`config.mk`:
```
export PLATFORM = sky130hd
export DESIGN_NAME = uart_8250_rx
export DESIGN_NICKNAME = d
export VERILOG_FILES = /design/src/rtl/uart_8250_pkg.sv /design/src/rtl/uart_8250_rx_fifo.sv /design/src/rtl/uart_8250_rx.sv
export SDC_FILE = /design/constraint.sdc
export NUM_CORES = 1
export LEC_CHECK = 0
export ABC_AREA = 1
export CORE_ASPECT_RATIO = 1.75
export CORE_MARGIN = 4
export CORE_UTILIZATION = 55
export DETAILED_ROUTE_END_ITERATION = 8
export GPL_TIMING_DRIVEN = 0
export HOLD_SLACK_MARGIN = 0.15
export PLACE_DENSITY = 0.79
export SLEW_MARGIN = 20
export SYNTH_ARGS = -nofsm -noshare
export SYNTH_HDL_FRONTEND = slang
export SYNTH_SLANG_ARGS = --single-unit
```
`constraint.sdc`:
```
create_clock -name CLK_I -period 2.3 [get_ports CLK_I]
set_clock_uncertainty 0.05 [all_clocks]
set_input_delay 0.46 -clock CLK_I [delete_from_list [all_inputs] [get_ports CLK_I]]
set_output_delay 0.46 -clock CLK_I [all_outputs]
set_load 0.005 [all_outputs]
```
`src/rtl/uart_8250_pkg.sv`:
```
// uart_8250 shared definitions: LCR field positions, receive FSM encoding,
// oversample mid-point helper and LSR bit indices.
package uart_8250_pkg;

    // LCR field positions (only [5:0] reach the receiver)
    localparam int LCR_WLS_LSB = 0;
    localparam int LCR_WLS_MSB = 1;
    localparam int LCR_STB     = 2;
    localparam int LCR_PEN     = 3;
    localparam int LCR_EPS     = 4;
    localparam int LCR_STICK   = 5;

    // Receive FSM encoding
    localparam logic [2:0] ST_IDLE    = 3'd0;
    localparam logic [2:0] ST_START   = 3'd1;
    localparam logic [2:0] ST_DATA    = 3'd2;
    localparam logic [2:0] ST_PARITY  = 3'd3;
    localparam logic [2:0] ST_STOP    = 3'd4;
    localparam logic [2:0] ST_BRKWAIT = 3'd5;

    // LSR bit indices as seen by the register file
    localparam int LSR_DR = 0;
    localparam int LSR_OE = 1;
    localparam int LSR_PE = 2;
    localparam int LSR_FE = 3;
    localparam int LSR_BI = 4;

    // Tick index of the middle of the start bit, counted from the first low tick
    function automatic int rx_mid_tick(input int oversample);
        return oversample / 2 - 1;
    endfunction

endpackage

```
`src/rtl/uart_8250_rx_fifo.sv`:
```
// Synchronous receive FIFO for uart_8250_rx (used when UART_RX_FIFO_EN is set).
// A push while full is accepted only if a pop happens in the same cycle.
module uart_8250_rx_fifo #(
    parameter int DEPTH = 16,
    parameter int WIDTH = 11
) (
    input  logic             clk,
    input  logic             rst,
    input  logic             push,
    input  logic             pop,
    input  logic [WIDTH-1:0] wdata,
    output logic [WIDTH-1:0] rdata,
    output logic             full,
    output logic             empty
);

    localparam int AW = $clog2(DEPTH);

    logic [WIDTH-1:0] mem [DEPTH];
    logic [AW-1:0]    wr_ptr;
    logic [AW-1:0]    rd_ptr;
    logic [AW:0]      count;
    logic             push_ok;
    logic             pop_ok;

    assign full    = (count == (AW+1)'(DEPTH));
    assign empty   = (count == '0);
    assign push_ok = push && (!full || pop);
    assign pop_ok  = pop && !empty;
    assign rdata   = mem[rd_ptr];

    // Storage write
    // NOTE: the array is deliberately not reset; an entry is only read after it is written, and a reset would prevent RAM inference.
    always_ff @(posedge clk) begin
        if (push_ok) mem[wr_ptr] <= wdata;
    end

    // Pointer and occupancy tracking
    always_ff @(posedge clk or posedge rst) begin
        if (rst) begin
            wr_ptr <= '0;
            rd_ptr <= '0;
            count  <= '0;
        end else begin
            if (push_ok) wr_ptr <= wr_ptr + 1'b1;
            if (pop_ok)  rd_ptr <= rd_ptr + 1'b1;
            case ({push_ok, pop_ok})
                2'b10:   count <= count + 1'b1;
                2'b01:   count <= count - 1'b1;
                default: count <= count;
            endcase
        end
    end

endmodule

```
`src/rtl/uart_8250_rx.sv`:
```
// uart_8250 serial receiver: synchronises RXD, oversamples it with the baud
// generator's tick, and produces RBR data and LSR status (DR, OE, PE, FE, BI).
// Optional build macro UART_RX_FIFO_EN replaces the single holding register
// with a FIFO_DEPTH-entry receive FIFO.
module uart_8250_rx
    import uart_8250_pkg::*;
#(
    parameter int OVERSAMPLE = 16
`ifdef UART_RX_FIFO_EN
    ,
    parameter int FIFO_DEPTH = 16
`endif
) (
    input  logic       CLK_I,
    input  logic       RST_I,
    input  logic       baud_tick_i,
    input  logic       rxd_i,
    input  logic [5:0] lcr_i,
    input  logic       rbr_pop_i,
    input  logic       lsr_clr_i,
    output logic [7:0] rbr_o,
    output logic       dr_o,
    output logic       oe_o,
    output logic       pe_o,
    output logic       fe_o,
    output logic       bi_o,
    output logic       rx_busy_o
);

    localparam int               CNT_W    = $clog2(OVERSAMPLE);
    localparam logic [CNT_W-1:0] MID_CNT  = CNT_W'(rx_mid_tick(OVERSAMPLE));
    localparam logic [CNT_W-1:0] LAST_CNT = CNT_W'(OVERSAMPLE - 1);

    logic [1:0]       sync;
    logic             rxs;
    logic [2:0]       state;
    logic [CNT_W-1:0] cnt;
    logic [2:0]       bit_cnt;
    logic [7:0]       shreg;
    logic [5:0]       lcr_q;
    logic             par_bit;

    logic             pen;
    logic [2:0]       last_bit;
    logic             exp_par;
    logic             commit;
    logic [7:0]       new_data;
    logic             new_pe;
    logic             new_fe;
    logic             new_bi;
    logic             unused_stb;

    assign rxs        = sync[1];
    assign pen        = lcr_q[LCR_PEN];
    assign last_bit   = 3'd4 + {1'b0, lcr_q[LCR_WLS_MSB:LCR_WLS_LSB]};
    assign rx_busy_o  = (state != ST_IDLE);
    assign commit     = baud_tick_i && (state == ST_STOP) && (cnt == LAST_CNT);
    assign unused_stb = lcr_q[LCR_STB];

    // Two-flop synchroniser for the asynchronous serial line
    // NOTE: clocked state always uses <=, so every flop samples the pre-edge value of its neighbours.
    always_ff @(posedge CLK_I or posedge RST_I) begin
        if (RST_I) sync <= 2'b11;
        else       sync <= {sync[0], rxd_i};
    end

    // Character status derived at the stop-bit sample point
    // NOTE: every output gets a default at the top so no path can infer a latch.
    always_comb begin
        exp_par  = 1'b0;
        new_pe   = 1'b0;
        new_fe   = 1'b0;
        new_bi   = 1'b0;
        new_data = shreg;
        // shreg is cleared at the start, so its unused upper bits do not disturb the XOR
        if (lcr_q[LCR_STICK]) exp_par = ~lcr_q[LCR_EPS];
        else if (lcr_q[LCR_EPS]) exp_par = ^shreg;
        else exp_par = ~^shreg;
        new_pe = pen && (par_bit != exp_par);
        new_fe = !rxs;
        new_bi = (shreg == 8'h00) && (!pen || !par_bit) && !rxs;
        if (new_bi) new_data = 8'h00;
    end

    // Receive FSM: start validation, data/parity/stop sampling, break hold-off
    always_ff @(posedge CLK_I or posedge RST_I) begin
        if (RST_I) begin
            state   <= ST_IDLE;
            cnt     <= '0;
            bit_cnt <= '0;
            shreg   <= '0;
            lcr_q   <= '0;
            par_bit <= 1'b0;
        end else if (baud_tick_i) begin
            case (state)
                ST_IDLE: begin
                    if (!rxs) begin
                        state <= ST_START;
                        cnt   <= '0;
                    end
                end
                ST_START: begin
                    if (cnt == MID_CNT) begin
                        if (rxs) begin
                            state <= ST_IDLE;
                        end else begin
                            state   <= ST_DATA;
                            cnt     <= '0;
                            bit_cnt <= '0;
                            shreg   <= '0;
                            lcr_q   <= lcr_i;
                        end
                    end else begin
                        cnt <= cnt + 1'b1;
                    end
                end
                ST_DATA: begin
                    if (cnt == LAST_CNT) begin
                        cnt            <= '0;
                        shreg[bit_cnt] <= rxs;
                        if (bit_cnt == last_bit) state <= pen ? ST_PARITY : ST_STOP;
                        else                     bit_cnt <= bit_cnt + 1'b1;
                    end else begin
                        cnt <= cnt + 1'b1;
                    end
                end
                ST_PARITY: begin
                    if (cnt == LAST_CNT) begin
                        cnt     <= '0;
                        par_bit <= rxs;
                        state   <= ST_STOP;
                    end else begin
                        cnt <= cnt + 1'b1;
                    end
                end
                ST_STOP: begin
                    // Leaving at mid-stop lets a back-to-back start edge be caught
                    if (cnt == LAST_CNT) begin
                        cnt   <= '0;
                        state <= new_bi ? ST_BRKWAIT : ST_IDLE;
                    end else begin
                        cnt <= cnt + 1'b1;
                    end
                end
                ST_BRKWAIT: begin
                    if (rxs) state <= ST_IDLE;
                end
                default: state <= ST_IDLE;
            endcase
        end
    end

`ifdef UART_RX_FIFO_EN
    logic [10:0] fifo_rdata;
    logic        fifo_full;
    logic        fifo_empty;
    logic        head_evt;
    logic        head_evt_q;
    logic        oe_q;
    logic        pe_q;
    logic        fe_q;
    logic        bi_q;

    uart_8250_rx_fifo #(
        .DEPTH (FIFO_DEPTH),
        .WIDTH (11)
    ) u_fifo (
        .clk   (CLK_I),
        .rst   (RST_I),
        .push  (commit),
        .pop   (rbr_pop_i),
        .wdata ({new_bi, new_fe, new_pe, new_data}),
        .rdata (fifo_rdata),
        .full  (fifo_full),
        .empty (fifo_empty)
    );

    // The head entry changes on an accepted pop or a push into an empty FIFO
    assign head_evt = (rbr_pop_i && !fifo_empty) || (commit && fifo_empty);

    assign rbr_o = fifo_empty ? 8'h00 : fifo_rdata[7:0];
    assign dr_o  = !fifo_empty;
    assign oe_o  = oe_q;
    assign pe_o  = pe_q;
    assign fe_o  = fe_q;
    assign bi_o  = bi_q;

    // Sticky status: head flags latch one cycle after the head changes; set beats clear
    always_ff @(posedge CLK_I or posedge RST_I) begin
        if (RST_I) begin
            head_evt_q <= 1'b0;
            oe_q       <= 1'b0;
            pe_q       <= 1'b0;
            fe_q       <= 1'b0;
            bi_q       <= 1'b0;
        end else begin
            head_evt_q <= head_evt;
            if (lsr_clr_i) begin
                oe_q <= 1'b0;
                pe_q <= 1'b0;
                fe_q <= 1'b0;
                bi_q <= 1'b0;
            end
            if (head_evt_q && !fifo_empty) begin
                pe_q <= fifo_rdata[8];
                fe_q <= fifo_rdata[9];
                bi_q <= fifo_rdata[10];
            end
            if (commit && fifo_full && !rbr_pop_i) oe_q <= 1'b1;
        end
    end
`else
    logic [7:0] rbr_q;
    logic       dr_q;
    logic       oe_q;
    logic       pe_q;
    logic       fe_q;
    logic       bi_q;

    assign rbr_o = rbr_q;
    assign dr_o  = dr_q;
    assign oe_o  = oe_q;
    assign pe_o  = pe_q;
    assign fe_o  = fe_q;
    assign bi_o  = bi_q;

    // Holding register: commit overwrites, later assignments win so set beats clear
    always_ff @(posedge CLK_I or posedge RST_I) begin
        if (RST_I) begin
            rbr_q <= '0;
            dr_q  <= 1'b0;
            oe_q  <= 1'b0;
            pe_q  <= 1'b0;
            fe_q  <= 1'b0;
            bi_q  <= 1'b0;
        end else begin
            if (lsr_clr_i) begin
                oe_q <= 1'b0;
                pe_q <= 1'b0;
                fe_q <= 1'b0;
                bi_q <= 1'b0;
            end
            if (commit) begin
                rbr_q <= new_data;
                pe_q  <= new_pe;
                fe_q  <= new_fe;
                bi_q  <= new_bi;
                dr_q  <= 1'b1;
                if (dr_q && !rbr_pop_i) oe_q <= 1'b1;
            end else if (rbr_pop_i) begin
                dr_q <= 1'b0;
            end
        end
    end
`endif

endmodule
```
==> run metrics, run 1 <==
Final Cell Area=2700 µm²; Hold Crit Class=reg2reg; kind of critical path=reg2out; Logic pwr share=40.5%; CTS H-tree depth=2; max-cap viol count=0; DRC viols=0; Synth area leaders=dfrtp_1, nand2_1, nand3_1; DR vias=2,047; Reg-to-Reg End=pe_o$_DFFE_PP0P_; Crit. End Element=output port; CTS-repair resized insts=0; Switching Fraction=40.4%; Worst Slack Setup Final=0.221 ns; cts hold-fix bufs=0; clk_lat worst skew=approximately 0.3 ns; Worst Path Required=1.79 ns; most frequent cell after synthesis=nand2_1; via-per-instance ratio=5.34; clock sinks=39; post-route ant nets=0; Post-synth EDFFs=0; Yosys top cell area share=roughly two fifths; critical-path cell list=nor2_1 -> nand2_1 -> clkdlybuf4s50_1; initial antenna violation count=0; first-pass GRT wire length=~8900 µm; Sum Neg Setup Slack=0 ns; crit path time final=2.08 ns; post-synthesis cell count=302; FILL cells=~340; flop2flop setup slack=between 0.5 and 0.6 ns; # Post-CTS Setup Buffers=0; Power Internal=1.45 mW; TritonRoute pass-1 iters=4; cell family with most CP delay=flip-flops; Core Box Area=between 3000 and 4000 µm²; CTS Buf Count=5; Worst VDD drop=0.000667 V; ratio of cells with drive above 1 in the final layout=10.1%; Synth Net Count=320; max-slew violation count=0; DR WL/cell=12.7 µm; Final Cycle Share=90.4%; count of cell types in the netlist=31; LEAKAGE=1.38 nW; RR Startpoint=cnt[0]$_DFFE_PP0P_; Root Driver=clkbuf_8; First DRT Iteration DRCs=68; Buf+Inv Stages, Crit Path=1; largest net degree at the start of global routing=25; Reg2Reg Depth=7; YS warnings=0; Seq pwr share=35.1%; Worst Max-Slew Pin Slew=roughly 0.52 ns; die width=56.4 µm; Die Y=around 93 µm; Syn Area/Cell=between 7 and 8 µm²; ANT cells=0; Most used DFF post-synth=dfrtp_1; placer congestion estimate=0.864; CP arrival=1.57 ns; Multi-input gate area=between 1000 and 1500 µm²; row count=30; Hold Crit Start=sync[0]$_DFF_PP1_; FF/Latch Area=978 µm²; Clock Pin Slew Worst Setup and Hold Paths=0.08 ns; Port Buf Inserts=24; DRT Wirelength=4870 µm; register area share after synthesis=43.3%; asr flop ratio synth=between 90% and 100%; placed cell areas=2590 µm²; io pins=26; Synth Cell Area=2260 µm²; Initial Utilization=57.3%; Peak Freq=about 480 MHz; vias in the first global route=2,047; slew margin rel.=65.0%; All-Layer GR Usage=between 20% and 30%; crit-path max FO=6; Synth-to-Final Area Change=19.7%; CTS tree=done; power density over cell area=~900 nW/µm²; gr ovfl total=0; critical path's slowest cell=dfrtp_1; Nets=352; Longest Clk Path Bufs=2; Crit. Startpoint=state[1]$_DFFE_PP0P_; final hold violation count=0; DIE AREA=5240 µm²; status=complete, no violations; clock share of power=24.4%; P_sw=0.982 mW; area leader, netlist=dfrtp_1; Setup violations, final=0; FF+latch count, synth=39; Startpoint Class=flip-flop; post-place setup slack=0.0973 ns; hold path depth=0; unrepaired setup endpoints after global routing=false; Max stage delay on crit path=0.47 ns; Synth top cells by count=nand2_1, dfrtp_1, inv_1, nand3_1, nor2_1; DPL Wire Length=3760 µm; Worst Hold End=sync[1]$_DFF_PP1_
## routing by layer
metal,vias to the layer above,wire [µm],track usage (%)
met5,-,0,0
met4,0,110,9.31
met1,959,1830,22.3
met3,11,167,2.93
met2,40,2760,40.4
li1,1037,-,-
## state kept, by name, indices dropped and copies added, names as in the netlist
register / flops
bi_o: 1
pe_o: 1
rbr_o: 8
fe_o: 1
sync: 2
dr_o: 1
cnt: 4
lcr_q: 5
state: 3
oe_o: 1
shreg: 8
bit_cnt: 3
par_bit: 1
## worst max-delay path by stage
stage / endpoint / slack, ns / depth (start not counted)
after floorplan: pe_o$_DFFE_PP0P_ / 0.80 / 7
after global placement: bit_cnt[2]$_DFFE_PP0P_ / 0.1 / 2
after detailed placement: rbr_o[7]$_DFFE_PP0P_ / 0.1 / 7
after CTS: rx_busy_o / 0.21 / 3
after global routing: rx_busy_o / 0.15 / 3
final: rx_busy_o / 0.22 / 3
## stage by stage
stage | hold slack (ns) | utilization (%) | instances | power [mW]
after global placement | 0.296 | 64.9 | 374 | 1.79
final | 0.318 | 68.6 | 383 | 2.43
after global routing | 0.323 | 68.6 | 383 | 2.64
after floorplan | 0.295 | - | 302 | 1.59
after CTS | 0.317 | 68.6 | 383 | 2.44
after detailed placement | 0.305 | 65.6 | 375 | 1.83
## kinds of logic (layout without fill, tap and decap cells)
group / Yosys count / count (layout) / synth area share, %
AND/OR/NAND/NOR: 185 / 185 / 37.6
buffers and inverters: 46 / 79 / 8.20
XOR/XNOR: 3 / 3 / 1.16
flip-flops: 39 / 39 / 43.3
AO/OA/AOI/OAI: 23 / 23 / 6.37
adder cells (fa/ha/maj): 6 / 6 / 3.32
## cell usage in the layout (no fill, tap or decap), types with 2 or more instances in the layout
master / n
ha_1: 6
inv_2: 7
dfrtp_1: 37
clkdlybuf4s50_1: 24
nand3_1: 32
nor2_1: 16
clkbuf_8: 6
buf_2: 3
nand3_2: 2
nand3b_1: 10
o211ai_1: 2
o21ai_0: 8
inv_1: 32
nand4_2: 2
nand4_1: 9
a21oi_1: 8
nand2_1: 108
nand2_2: 3
dfstp_2: 2
xor2_1: 2
## final cells by class
| type | instances | area share (%) |
|---|---|---|
| clock inverter | 2 | 1.30 |
| inverter | 40 | 5.55 |
| clock buffer | 6 | 3.05 |
| sequential | 39 | 36.2 |
| buffer | 6 | 1.30 |
| multi-input combinational | 217 | 40.5 |
| timing repair buffer | 25 | 9.90 |
| tap | 48 | 2.22 |
## power by group through the flow
stage / Combinational, mW / Clock, mW / Sequential [mW]
after floorplan: 0.744 / 0 / 0.844
after global placement: 0.928 / 0 / 0.861
after detailed placement: 0.964 / 0 / 0.864
after CTS: 0.982 / 0.606 / 0.852
after global routing: 1.13 / 0.644 / 0.867
final: 0.985 / 0.594 / 0.853
(Power assumes the default switching activity.)
==> inputs of run 2 (changes only) <==
--- a/config.mk
+++ b/config.mk
@@ -11,7 +11,6 @@
 export CORE_UTILIZATION = 55
 export DETAILED_ROUTE_END_ITERATION = 8
 export GPL_TIMING_DRIVEN = 0
-export HOLD_SLACK_MARGIN = 0.15
 export PLACE_DENSITY = 0.79
 export SLEW_MARGIN = 20
 export SYNTH_ARGS = -nofsm -noshare
==> results of run 2 <==
Final layout, timing and power as in run 1 (identical DEF).
==> inputs of run 3 (changes only) <==
--- a/config.mk
+++ b/config.mk
@@ -10,6 +10,7 @@
 export CORE_MARGIN = 4
 export CORE_UTILIZATION = 55
 export DETAILED_ROUTE_END_ITERATION = 8
+export GPL_ROUTABILITY_DRIVEN = 0
 export GPL_TIMING_DRIVEN = 0
 export PLACE_DENSITY = 0.79
 export SLEW_MARGIN = 20
==> results of run 3 <==
Final layout, timing and power as in run 1 (identical DEF).
